<file path="src/rtl/qsys_avalon_st_pkg.sv">
// qsys_avalon_st_pkg: shared state encoding, default widths and empty-width helper
package qsys_avalon_st_pkg;
  localparam int DATA_W_DEF = 32;
  localparam int ERR_W_DEF = 6;
  localparam int CNT_W_DEF = 16;
  typedef enum logic [1:0] {IDLE = 2'b00, GRANT0 = 2'b01, GRANT1 = 2'b10} state_t;
  function automatic int empty_w(input int data_w);
    return (data_w > 8) ? $clog2(data_w / 8) : 1;
  endfunction
endpackage

</file>
<file path="src/rtl/qsys_avalon_st_rr_arb2.sv">
// qsys_avalon_st_rr_arb2: two-requester round-robin picker, last winner updated on packet release
module qsys_avalon_st_rr_arb2 (
  input  logic       clk,
  input  logic       reset_n,
  input  logic [1:0] req,
  input  logic       release_en,
  input  logic       release_idx,
  output logic       gnt,
  output logic       rr_last
);
  assign gnt = (&req) ? ~rr_last : req[1];
  always_ff @(posedge clk)
    if (!reset_n) rr_last <= 1'b1;
    else if (release_en) rr_last <= release_idx;
endmodule

</file>
<file path="src/rtl/qsys_avalon_st_packet_arbiter.sv">
// qsys_avalon_st_packet_arbiter: two-source Avalon-ST packet arbiter, grant held sop..eop, round-robin between packets
module qsys_avalon_st_packet_arbiter
  import qsys_avalon_st_pkg::*;
#(
  parameter int DATA_W = DATA_W_DEF,
  parameter int ERR_W = ERR_W_DEF,
  parameter int CNT_W = CNT_W_DEF,
  localparam int EMPTY_W = empty_w(DATA_W)
) (
  input  logic               clk,
  input  logic               reset_n,
  output logic               in0_ready,
  input  logic               in0_valid,
  input  logic [DATA_W-1:0]  in0_data,
  input  logic [ERR_W-1:0]   in0_error,
  input  logic               in0_startofpacket,
  input  logic               in0_endofpacket,
  input  logic [EMPTY_W-1:0] in0_empty,
  output logic               in1_ready,
  input  logic               in1_valid,
  input  logic [DATA_W-1:0]  in1_data,
  input  logic [ERR_W-1:0]   in1_error,
  input  logic               in1_startofpacket,
  input  logic               in1_endofpacket,
  input  logic [EMPTY_W-1:0] in1_empty,
  input  logic               out_ready,
  output logic               out_valid,
  output logic [DATA_W-1:0]  out_data,
  output logic               out_error,
  output logic               out_startofpacket,
  output logic               out_endofpacket,
  output logic [EMPTY_W-1:0] out_empty,
  output logic               out_channel,
  output logic [CNT_W-1:0]   pkt_count0,
  output logic [CNT_W-1:0]   pkt_count1,
  output logic               busy
);
  state_t state;
  logic first_beat, granted, sel, xfer, done, gnt, rr_last;
  assign granted = (state != IDLE);
  assign sel = (state == GRANT1);
  assign busy = granted;
  assign out_valid = granted & (sel ? in1_valid : in0_valid);
  assign in0_ready = (state == GRANT0) & out_ready;
  assign in1_ready = sel & out_ready;
  assign out_data = sel ? in1_data : in0_data;
  assign out_startofpacket = sel ? in1_startofpacket : in0_startofpacket;
  assign out_endofpacket = sel ? in1_endofpacket : in0_endofpacket;
  assign out_empty = sel ? in1_empty : in0_empty;
  assign out_channel = granted ? sel : rr_last;
  // a first beat without sop, or a later beat with sop, is flagged but still forwarded
  assign out_error = (sel ? |in1_error : |in0_error)
                   | (out_valid & (first_beat ? ~out_startofpacket : out_startofpacket));
  assign xfer = out_valid & out_ready;
  assign done = xfer & out_endofpacket;
  qsys_avalon_st_rr_arb2 u_arb (
    .clk(clk),
    .reset_n(reset_n),
    .req(granted ? 2'b00 : {in1_valid, in0_valid}),
    .release_en(done),
    .release_idx(sel),
    .gnt(gnt),
    .rr_last(rr_last)
  );
  always_ff @(posedge clk)
    if (!reset_n) begin
      state <= IDLE;
      first_beat <= 1'b0;
      pkt_count0 <= '0;
      pkt_count1 <= '0;
    end else if (!granted) begin
      if (in0_valid | in1_valid) begin
        state <= gnt ? GRANT1 : GRANT0;
        first_beat <= 1'b1;
      end
    end else if (xfer) begin
      first_beat <= 1'b0;
      if (out_endofpacket) begin
        state <= IDLE;
        if (sel) pkt_count1 <= pkt_count1 + CNT_W'(1);
        else pkt_count0 <= pkt_count0 + CNT_W'(1);
      end
    end
endmodule
</file>
<file path="config.mk">
export PLATFORM = sky130hd
export DESIGN_NAME = qsys_avalon_st_packet_arbiter
export DESIGN_NICKNAME = d
export VERILOG_FILES = /design/src/rtl/qsys_avalon_st_pkg.sv /design/src/rtl/qsys_avalon_st_rr_arb2.sv /design/src/rtl/qsys_avalon_st_packet_arbiter.sv
export SDC_FILE = /design/constraint.sdc
export NUM_CORES = 1
export LEC_CHECK = 0
export BUFFER_PORTS_ARGS = -buffer_cell sky130_fd_sc_hd__buf_2
export CAP_MARGIN = 0
export CORE_MARGIN = 2
export CORE_UTILIZATION = 25
export CTS_CLUSTER_SIZE = 12
export DETAILED_ROUTE_END_ITERATION = 10
export PLACE_DENSITY = 0.59
export SYNTH_ARGS = -nofsm -noshare
export SYNTH_HDL_FRONTEND = slang
export SYNTH_SLANG_ARGS = --single-unit
</file>
<file path="constraint.sdc">
create_clock -name clk -period 2.7 [get_ports clk]
set_input_delay 0.27 -clock clk [delete_from_list [all_inputs] [get_ports clk]]
set_output_delay 0.27 -clock clk [all_outputs]
set_load 0.005 [all_outputs]
</file>
# [Yosys cells after proc, flatten, opt, wreduce, memory -nomap -nowiden]
# Index checks and enable logic that the tools add are counted.
[op_classes] n_addsub=2 multipliers=0 div_mod_pow=0 order_cmp=0 eq_ne=4 shift=0 mux=18 bitwise=11 n_reduce_logical=9
[op_table] op="16-bit by 1-bit adder with 16-bit output (second input constant)" n=2
[op_table] op="32-bit two-way mux" n=1
[op_table] op="2-bit two-way mux" n=7
[op_table] op="6-bit OR reduction" n=2
[op_table] op="1-bit two-way mux" n=10
[op_table] op="4-bit AND reduction" n=2
[op_table] op="1-bit bitwise AND" n=6
[op_table] op="2-bit AND reduction" n=2
[op_table] op="2-bit nonzero test" n=2
[op_table] op="1-bit inverter" n=3
[op_table] op="3-bit AND reduction" n=1
[op_table] op="2-bit by 1-bit == test with 1-bit output (second input constant)" n=1
[op_table] op="2-bit == test (second input constant)" n=1
[op_table] op="2-bit by 1-bit != test with 1-bit output (second input constant)" n=1
[op_table] op="2-bit != test (second input constant)" n=1
[op_table] op="1-bit bitwise OR" n=2
[totals] reg_bits=36 latch_bits=0 ram_bits=0 rom_bits=0 inputBits=89 out_inout_bits=74 word_cells=49 n_memories=0

# [Logic depth before layout (Yosys ltp)]
# Gate-level depths: netlist of the first run.
[logic_depth] ltp_word=7 ltp_mapped=6 ltp_nobuf=5

# [Hierarchy]
# A second synthesis of the first run with hierarchy kept.
[hier_totals] cells_unflattened=245 area_unflattened_um2=2160.8
[by_module_without_submodules] module="qsys_avalon_st_packet_arbiter" instances=1 cells_each=241 area_per_inst_um2=2119.5 seq_area_each_um2=700.7
[by_module_without_submodules] module="qsys_avalon_st_rr_arb2" instances=1 cells_each=4 area_per_inst_um2=41.3 seq_area_each_um2=20.0

# [Worst setup path before layout of the first run]
# Ideal clock, no wire load.
[synth_path] kind="reg-to-reg" from="register pkt_count0[0]" to="register pkt_count0[12]" setup_ps=70 t_arrival_ps=1666 required_ps=2630 setup_slack_ps=963 path_stages_with_launch=6 path_buffers=0 period_less_slack_ps=1737 path_cell_list="dfxtp_1 ha_1 nand2_1 or4_1 or3_1 a21oi_1"
[synth_between] elab_chain_len=1
[synth_rtl] item="start, declared" line_no="qsys_avalon_st_packet_arbiter.sv:34" text="output logic [CNT_W-1:0] pkt_count0,"
[synth_rtl] item="start signal, assigned" line_no="qsys_avalon_st_packet_arbiter.sv:81" text="else pkt_count0 <= pkt_count0 + CNT_W'(1);"
[synth_rtl] item="16-bit by 1-bit adder with 16-bit output" line_no="qsys_avalon_st_packet_arbiter.sv:81"
# Every way passes these cells.
# A chain may end at the register's enable or synchronous reset.

# [Final worst setup path of the first run]
[layout_path] from="register state[1]" to="output port out_endofpacket"
[layout_between] elab_chain_len=2
[layout_rtl] item="start, declared" line_no="qsys_avalon_st_packet_arbiter.sv:38" text="state_t state;"
[layout_rtl] item="start signal, assigned" line_no="qsys_avalon_st_packet_arbiter.sv:73" text="state <= gnt ? GRANT1 : GRANT0;"
[layout_rtl] item="2-bit == test" line_no="qsys_avalon_st_packet_arbiter.sv:41" text="assign sel = (state == GRANT1);"
[layout_rtl] item="1-bit two-way mux" line_no="qsys_avalon_st_packet_arbiter.sv:48" text="assign out_endofpacket = sel ? in1_endofpacket : in0_endofpacket;"
[layout_rtl] item="end, declared" line_no="qsys_avalon_st_packet_arbiter.sv:31" text="output logic out_endofpacket,"
# Every way passes these cells.

==> reports/summary.txt, run 1 <==
status - completed
num ports - 163
largest net degree at the start of global routing - 38
FFs w/ async S/R, synth - 0
Core Area - 0.00868 mm^2
die width - 98.3 um
wire length per cell - 12.0 um
Multi-input gate area - 0.00139 mm^2
Cell variety after synth - 39
Reg clk slew, reported paths - 0.08 ns
fin crit period - 2.18 ns
total power divided by cell area - 399 mW/mm^2
slowest CP cell - dfxtp_1
Switch Pwr - 0.349 mW
Root Driver - clkbuf_8
DP Worst Slack - 0.779 ns
clk buf depth - 2
drt initial violations - 96
area leader, netlist - dfxtp_1
Area contributors post-synth - dfxtp_1 32%, nand2_1 20%, xnor2_1 5.9%
post-DP HPWL - 5.67 mm
combinational share of power - 0.210
buffer count from post-CTS setup fixing - 0
die area - 0.00966 mm^2
Vias - 2,695
Post-Syn Nets - 417
NumNets Final - 572
Met3 Wirelength - 455 um
Syn Area/Cell - 6.82 um^2
CP delay by family, top - flip-flops
routability cong. - 0.816
drt total wl - 7.11 mm
Die Y - 98.3 um
first-pass GRT wire length - 11.2 mm
num rows - 34
Critical Path Max Stage Delay - 0.49 ns
vias in the first global route - 2,418
Seq pwr share - 0.422
Mapped Area - 0.00222 mm^2
Layout Skew - 0.00597 ns
Fmax - 459 MHz
final setup TNS - 0 ns
CTS Sinks - 36
final hold vios - 0
PnR worst setup slack - 0.523 ns
Filler Cells Inserted - 948
Hold Buf Count CTS - 0
register area share after synthesis - 0.324
VDD IR max - 194 uV
Post-synth EDFFs - 0
Startpoint Class - flip-flop
Initial Utilization - 0.256
P&R area growth vs syn - 45.9%
GRT Residual Overflow - 0
post-CTS sizing - 0
maxcap violations - 0
drt pass-1 iters - 6
Buf/Inv on CP - 2
critical path class - reg -> out
Pwr Total - 1.29 mW
Tot GR Track Use - 0.139
pins over their slew limit - 0
FF/Latch Area - 721 um^2
flops & latches, synth - 36
WP data arrival - 1.91 ns
Final period util - 0.806
leakage dissipation - 1.65 nW
Port Buffers - 162
vias per std cell - 4.57
worst-path cell chain - nor2b_2 -> buf_4 -> mux2_2 -> buf_2
Critical Path RT - 2.43 ns
met2 wire length - 3.38 mm
Hold Crit Class - in -> reg
latest clock arrival within the worst-skew pair - 0.29 ns
CTS tree - done
CP max FO - 37
internal power - 0.945 mW
Crit. End Element - output pin
top layer reached by signal wires - met4
Syn Inst Count - 326
initial antenna violation count - 0
fraction of layout cells with a size suffix above 1 - 0.382
top_reg_cell synth - dfxtp_1
worst rel slew slack - 0.419
H-Tree Depth - 2
clock share of power - 0.368
Ant. Diodes - 0
top cell type's share of synthesized area - 0.324
# setup viols final - 0
M1 WL - 3.17 mm
Switching Fraction - 0.270
synth warn - 0
DRC violations left - 0
Inserted Clock Buffers - 5
RSZ-0062 raised after global routing - false
Worst-Margin Slew - 0.870 ns
Final ANT Viol Nets - 0
worst reg2reg max path, delay by kind of cell, from the launching register on:
kind / cells / cell delay, ns
AND/OR/NAND/NOR: 3 / 1.17
flip-flops: 1 / 0.54
AO/OA/AOI/OAI: 1 / 0.14
cell usage after synthesis, drive strengths merged, types with 7 or more instances:
library cell and count:
clkbuf 9, nor4 9, or3 10, inv 10, nor2 27, nand2 116, a21oi 11, mux2i 7
nand3 12, buf 8, dfxtp 36, o21ai 9, xnor2 15
cells by family (layout without fill, tap and decap cells):
logic type               after synthesis  in the layout  share of synthesized area
flip-flops                            36             36                      0.324
AND/OR/NAND/NOR                      208            208                      0.434
buffers and inverters                 27            183                     0.0501
multiplexers                           9              9                     0.0417
AO/OA/AOI/OAI                         26             26                     0.0681
adder cells (fa/ha/maj)                2              2                     0.0113
XOR/XNOR                              18             18                     0.0709
sequential cells by signal (all words and copies together), names as in the netlist:
name           flops
pkt_count1        16
u_arb.rr_last      1
first_beat         1
pkt_count0        16
state              2
power groups by stage:
| stage | Sequential [mW] | Clock, mW | Combinational, mW |
|---|---|---|---|
| floorplan | 0.552 | 0 | 0.132 |
| global placement | 0.558 | 0 | 0.273 |
| detailed placement | 0.559 | 0 | 0.276 |
| CTS | 0.546 | 0.491 | 0.276 |
| global route | 0.548 | 0.512 | 0.308 |
| finish | 0.546 | 0.476 | 0.272 |
per-stage QoR:
| stage | instance area, um^2 | utilization | hold slack [ns] | std cells |
|---|---|---|---|---|
| after detailed placement | 3130 | 0.361 | 0.471 | 582 |
| final | 3240 | 0.374 | 0.306 | 590 |
| after CTS | 3240 | 0.374 | 0.303 | 590 |
| after global routing | 3240 | 0.374 | 0.319 | 590 |
| after global placement | 3130 | 0.361 | 0.460 | 582 |
| after floorplan | 2220 | - | 0.418 | 326 |
worst paths after layout:
| kind | start | endpoint | slack (ns) | cells after the start |
|---|---|---|---|---|
| worst min register to register | pkt_count1[14]$_SDFFE_PN0P_ | pkt_count1[14]$_SDFFE_PN0P_ | 0.48 | 2 |
| worst max-delay path | state[1]$_SDFFE_PN0P_ | out_endofpacket | 0.52 | 4 |
| worst max register to register | state[0]$_SDFFE_PN0P_ | pkt_count0[12]$_SDFFE_PN0P_ | 0.77 | 4 |
| worst min-delay path | reset_n | u_arb.rr_last$_SDFFE_PN1P_ | 0.31 | 2 |
area by class of cell:
type,instances,area share
inverters,10,0.0116
well taps,108,0.0417
repair buffers,165,0.261
multi-input cells,263,0.429
clock inverters,3,0.0131
clock buffers,5,0.0212
flip-flops and latches,36,0.222
cells in the final DEF, fill, tap and decap left out, types with 2 or more instances in the layout:
master and count:
buf_2 162, nand2_1 116, dfxtp_1 36, nor2_1 27, xnor2_1 15, nand3_1 12, a21oi_1 11, inv_1 10
nor4_1 9, or3_1 9, o21ai_0 9, mux2i_1 7, nor3_1 6, nand2b_1 5, clkbuf_8 5, or4_1 4
nand4_1 4, xor2_1 3, or2_2 2, mux2_2 2, and2_1 2, and3_1 2, and4_1 2, ha_1 2
buf_4 2
layer usage:
metal / GRT usage / up-vias
met5: 0 / -
met4: 0.0358 / 0
met3: 0.0315 / 13
met2: 0.229 / 95
met1: 0.185 / 1195
li1: - / 1392
No activity file was read; power rests on OpenSTA's default activity.
==> inputs of run 2 (changes only) <==
Settings changed: ABC_AREA from default to 1, PLACE_DENSITY 0.59 to 0.6.
Clock period 2.7 ns to 1.9 ns, I/O delays scaled along.
==> reports/summary.txt, run 2 <==
status - completed
fin crit period - 1.74 ns
P&R area growth vs syn - 42.8%
Hold Crit Class - in -> reg
Syn Inst Count - 409 (+25%)
Final period util - 0.916
maxcap violations - 0 (unchanged)
Area contributors post-synth - dfxtp_1 30%, nand2_1 28%, nor2_1 8.8%
dominant cell by count in the synthesized netlist - nand2_1
first-pass GRT wire length - 12.3 mm (+9.6%)
post-synthesis mux area share - 0 (-0.0417)
final setup TNS - 0 ns (unchanged)
WP data arrival - 1.55 ns (-0.36 ns)
area leader, netlist - dfxtp_1
Synth Area in Compound Gates - 0.0872 (+0.0191)
DRC violations left - 0 (unchanged)
Crit. End Element - output pin
flops & latches, synth - 36 (unchanged)
die width - 102 um (+3.7%)
routability cong. - 0.852 (+4.4%)
Worst-Margin Slew - 0.479 ns (-0.391 ns)
FFs w/ async S/R, synth - 0 (unchanged)
post-DP HPWL - 6.83 mm (+20%)
synth warn - 0 (unchanged)
die area - 0.0104 mm^2 (+7.5%)
Reg clk slew, reported paths - 0.08 ns (about the same)
pins over their slew limit - 0 (unchanged)
RSZ-0062 raised after global routing - false
FF/Latch Area - 723 um^2 (+0.35%)
Root Driver - clkbuf_8
VDD IR max - 377 uV (+94%)
Synth Area in Simple Gates - 0.512 (+0.0787)
GRT Residual Overflow - 0 (unchanged)
# setup viols final - 0 (unchanged)
top cell type's share of synthesized area - 0.301 (-0.0235)
Pwr Total - 1.82 mW (+40%)
wire length per cell - 12.2 um (+1.1%)
Mapped Area - 0.00240 mm^2 (+7.8%)
vias in the first global route - 2,646 (+9.4%)
Port Buffers - 162 (unchanged)
buffer count from post-CTS setup fixing - 0 (unchanged)
Startpoint Class - flip-flop
Tot GR Track Use - 0.147 (+0.00761)
commonest non-fill, non-tap cell in the layout - nand2_1
Inserted Clock Buffers - 5 (unchanged)
Filler Cells Inserted - 1,048 (+11%)
Vias - 3,062 (+14%)
H-Tree Depth - 2 (unchanged)
adder-cell share of the synthesized area - 0.0104 (-0.000817)
Die Y - 102 um (+3.7%)
clk buf depth - 2 (unchanged)
top_reg_cell synth - dfxtp_1
Fmax - 574 MHz
total power divided by cell area - 531 mW/mm^2 (+33%)
leakage dissipation - 1.81 nW (+9.8%)
drt pass-1 iters - 4 (-2)
Layout Skew - 0.00724 ns (+0.00127 ns)
DP Worst Slack - 0.272 ns (-0.508 ns)
Post-synth EDFFs - 0 (unchanged)
Cell variety after synth - 30 (-23%)
drt initial violations - 86 (-10%)
largest family of logic cells by synthesized area - simple AND/OR/NAND/NOR gates
NumNets Final - 659 (+15%)
Multi-input gate area - 0.00148 mm^2 (+6.4%)
Initial Utilization - 0.258 (+0.00203)
CTS Sinks - 36 (unchanged)
num rows - 35 (+2.9%)
Core Area - 0.00928 mm^2 (+7.0%)
worst rel slew slack - 0.680 (+0.261)
drt total wl - 8.50 mm (+20%)
Largest regs - pkt_count0 (16), pkt_count1 (16), state (2)
Post-Syn Nets - 500 (+20%)
most frequent cells after synthesis - 177 x nand2_1, 56 x nor2_1, 36 x dfxtp_1
latest clock arrival within the worst-skew pair - 0.28 ns (about the same)
Final ANT Viol Nets - 0 (unchanged)
register area share after synthesis - 0.301 (-0.0235)
CP max FO - 37 (unchanged)
Syn Area/Cell - 5.86 um^2 (-14%)
fraction of layout cells with a size suffix above 1 - 0.346 (-0.0355)
final hold vios - 0 (unchanged)
largest net degree at the start of global routing - 38 (unchanged)
CTS tree - done
Critical Path RT - 1.71 ns (-0.72 ns)
initial antenna violation count - 0 (unchanged)
most frequent cells in the layout - 177 x nand2_1, 162 x buf_2, 55 x nor2_1, 34 x dfxtp_1, 27 x a21oi_1
vias per std cell - 4.39 (-4.0%)
PnR worst setup slack - 0.159 ns (-0.365 ns)
critical path class - reg -> out
post-synthesis xor/xnor area fraction - 0.00731 (-0.0636)
num ports - 163 (unchanged)
Hold Buf Count CTS - 0 (unchanged)
Ant. Diodes - 0 (unchanged)
## run 2: changes by cell type after synthesis, sizes merged, moves of 7 or more
cell / before / now
nor2: 27 / 62
clkbuf: 9 / 1
inv: 10 / 28
nand2: 116 / 181
nand3: 12 / 28
or3: 10 / 0
xnor2: 15 / 1
a21oi: 11 / 27
nor4: 9 / 2
mux2i: 7 / 0
## run 2: report_power, final
part           total [mW]  internal, mW  switching, mW
logic               0.466         0.210          0.256
clock network       0.573         0.290          0.283
registers           0.779         0.766         0.0132
## run 2: worst paths after layout
check / slack, ns / end / depth (start not counted) / startpoint
hold reg to reg: 0.48 / first_beat$_SDFFE_PN0P_ / 2 / first_beat$_SDFFE_PN0P_
hold / removal: 0.23 / state[1]$_SDFFE_PN0P_ / 3 / in1_valid
setup reg to reg: 0.26 / pkt_count1[12]$_SDFFE_PN0P_ / 8 / pkt_count1[0]$_SDFFE_PN0P_
setup / recovery: 0.16 / out_error / 8 / state[0]$_SDFFE_PN0P_
## run 2: layer usage
| metal | GRT usage | up-vias | part of all wire |
|---|---|---|---|
| met5 | 0 | - | 0 |
| met3 | 0.0280 | 10 | 0.065 |
| met4 | 0.0410 | 0 | 0.017 |
| met1 | 0.166 | 1342 | 0.42 |
| li1 | - | 1601 | - |
| met2 | 0.280 | 109 | 0.50 |
## run 2: layout make-up
cell class                 count  area share
clock buffer                   6      0.0241
inverter                      29      0.0318
sequential                    36       0.211
clock inverter                 2     0.00293
timing repair buffer         166       0.249
multi-input combinational    330       0.433
tap                          129      0.0472
## run 2: kinds of logic after synthesis
kind of cell | count (synthesis)
AO/OA/AOI/OAI | 40
XOR/XNOR | 2
adder cells (fa/ha/maj) | 2
buffers and inverters | 43
flip-flops | 36
AND/OR/NAND/NOR | 286
## run 2: what timing repair did
item                                   4_1_cts  5_1_grt
setup endpoints to repair                    0        1
resized for setup                            0        2
endpoints found under the hold margin        0        0
## run 2: worst max-delay path: stages, from the launching register on
cell,delay (ns)
dfxtp_2,0.39
inv_2,0.07
nand2_2,0.08
buf_4,0.33
nor3_1,0.08
nand2_1,0.09
nand2_1,0.05
nand2_1,0.05
buf_2,0.11
## run 2: per-stage QoR
stage,instances,cell area (um^2),util,hold slack [ns]
5_1_grt,698,3420,0.368,0.236
2_1_floorplan,409,2400,-,0.379
6_report,698,3420,0.368,0.230
4_1_cts,698,3420,0.368,0.224
3_3_place_gp,690,3330,0.358,0.477
3_5_place_dp,690,3330,0.358,0.474
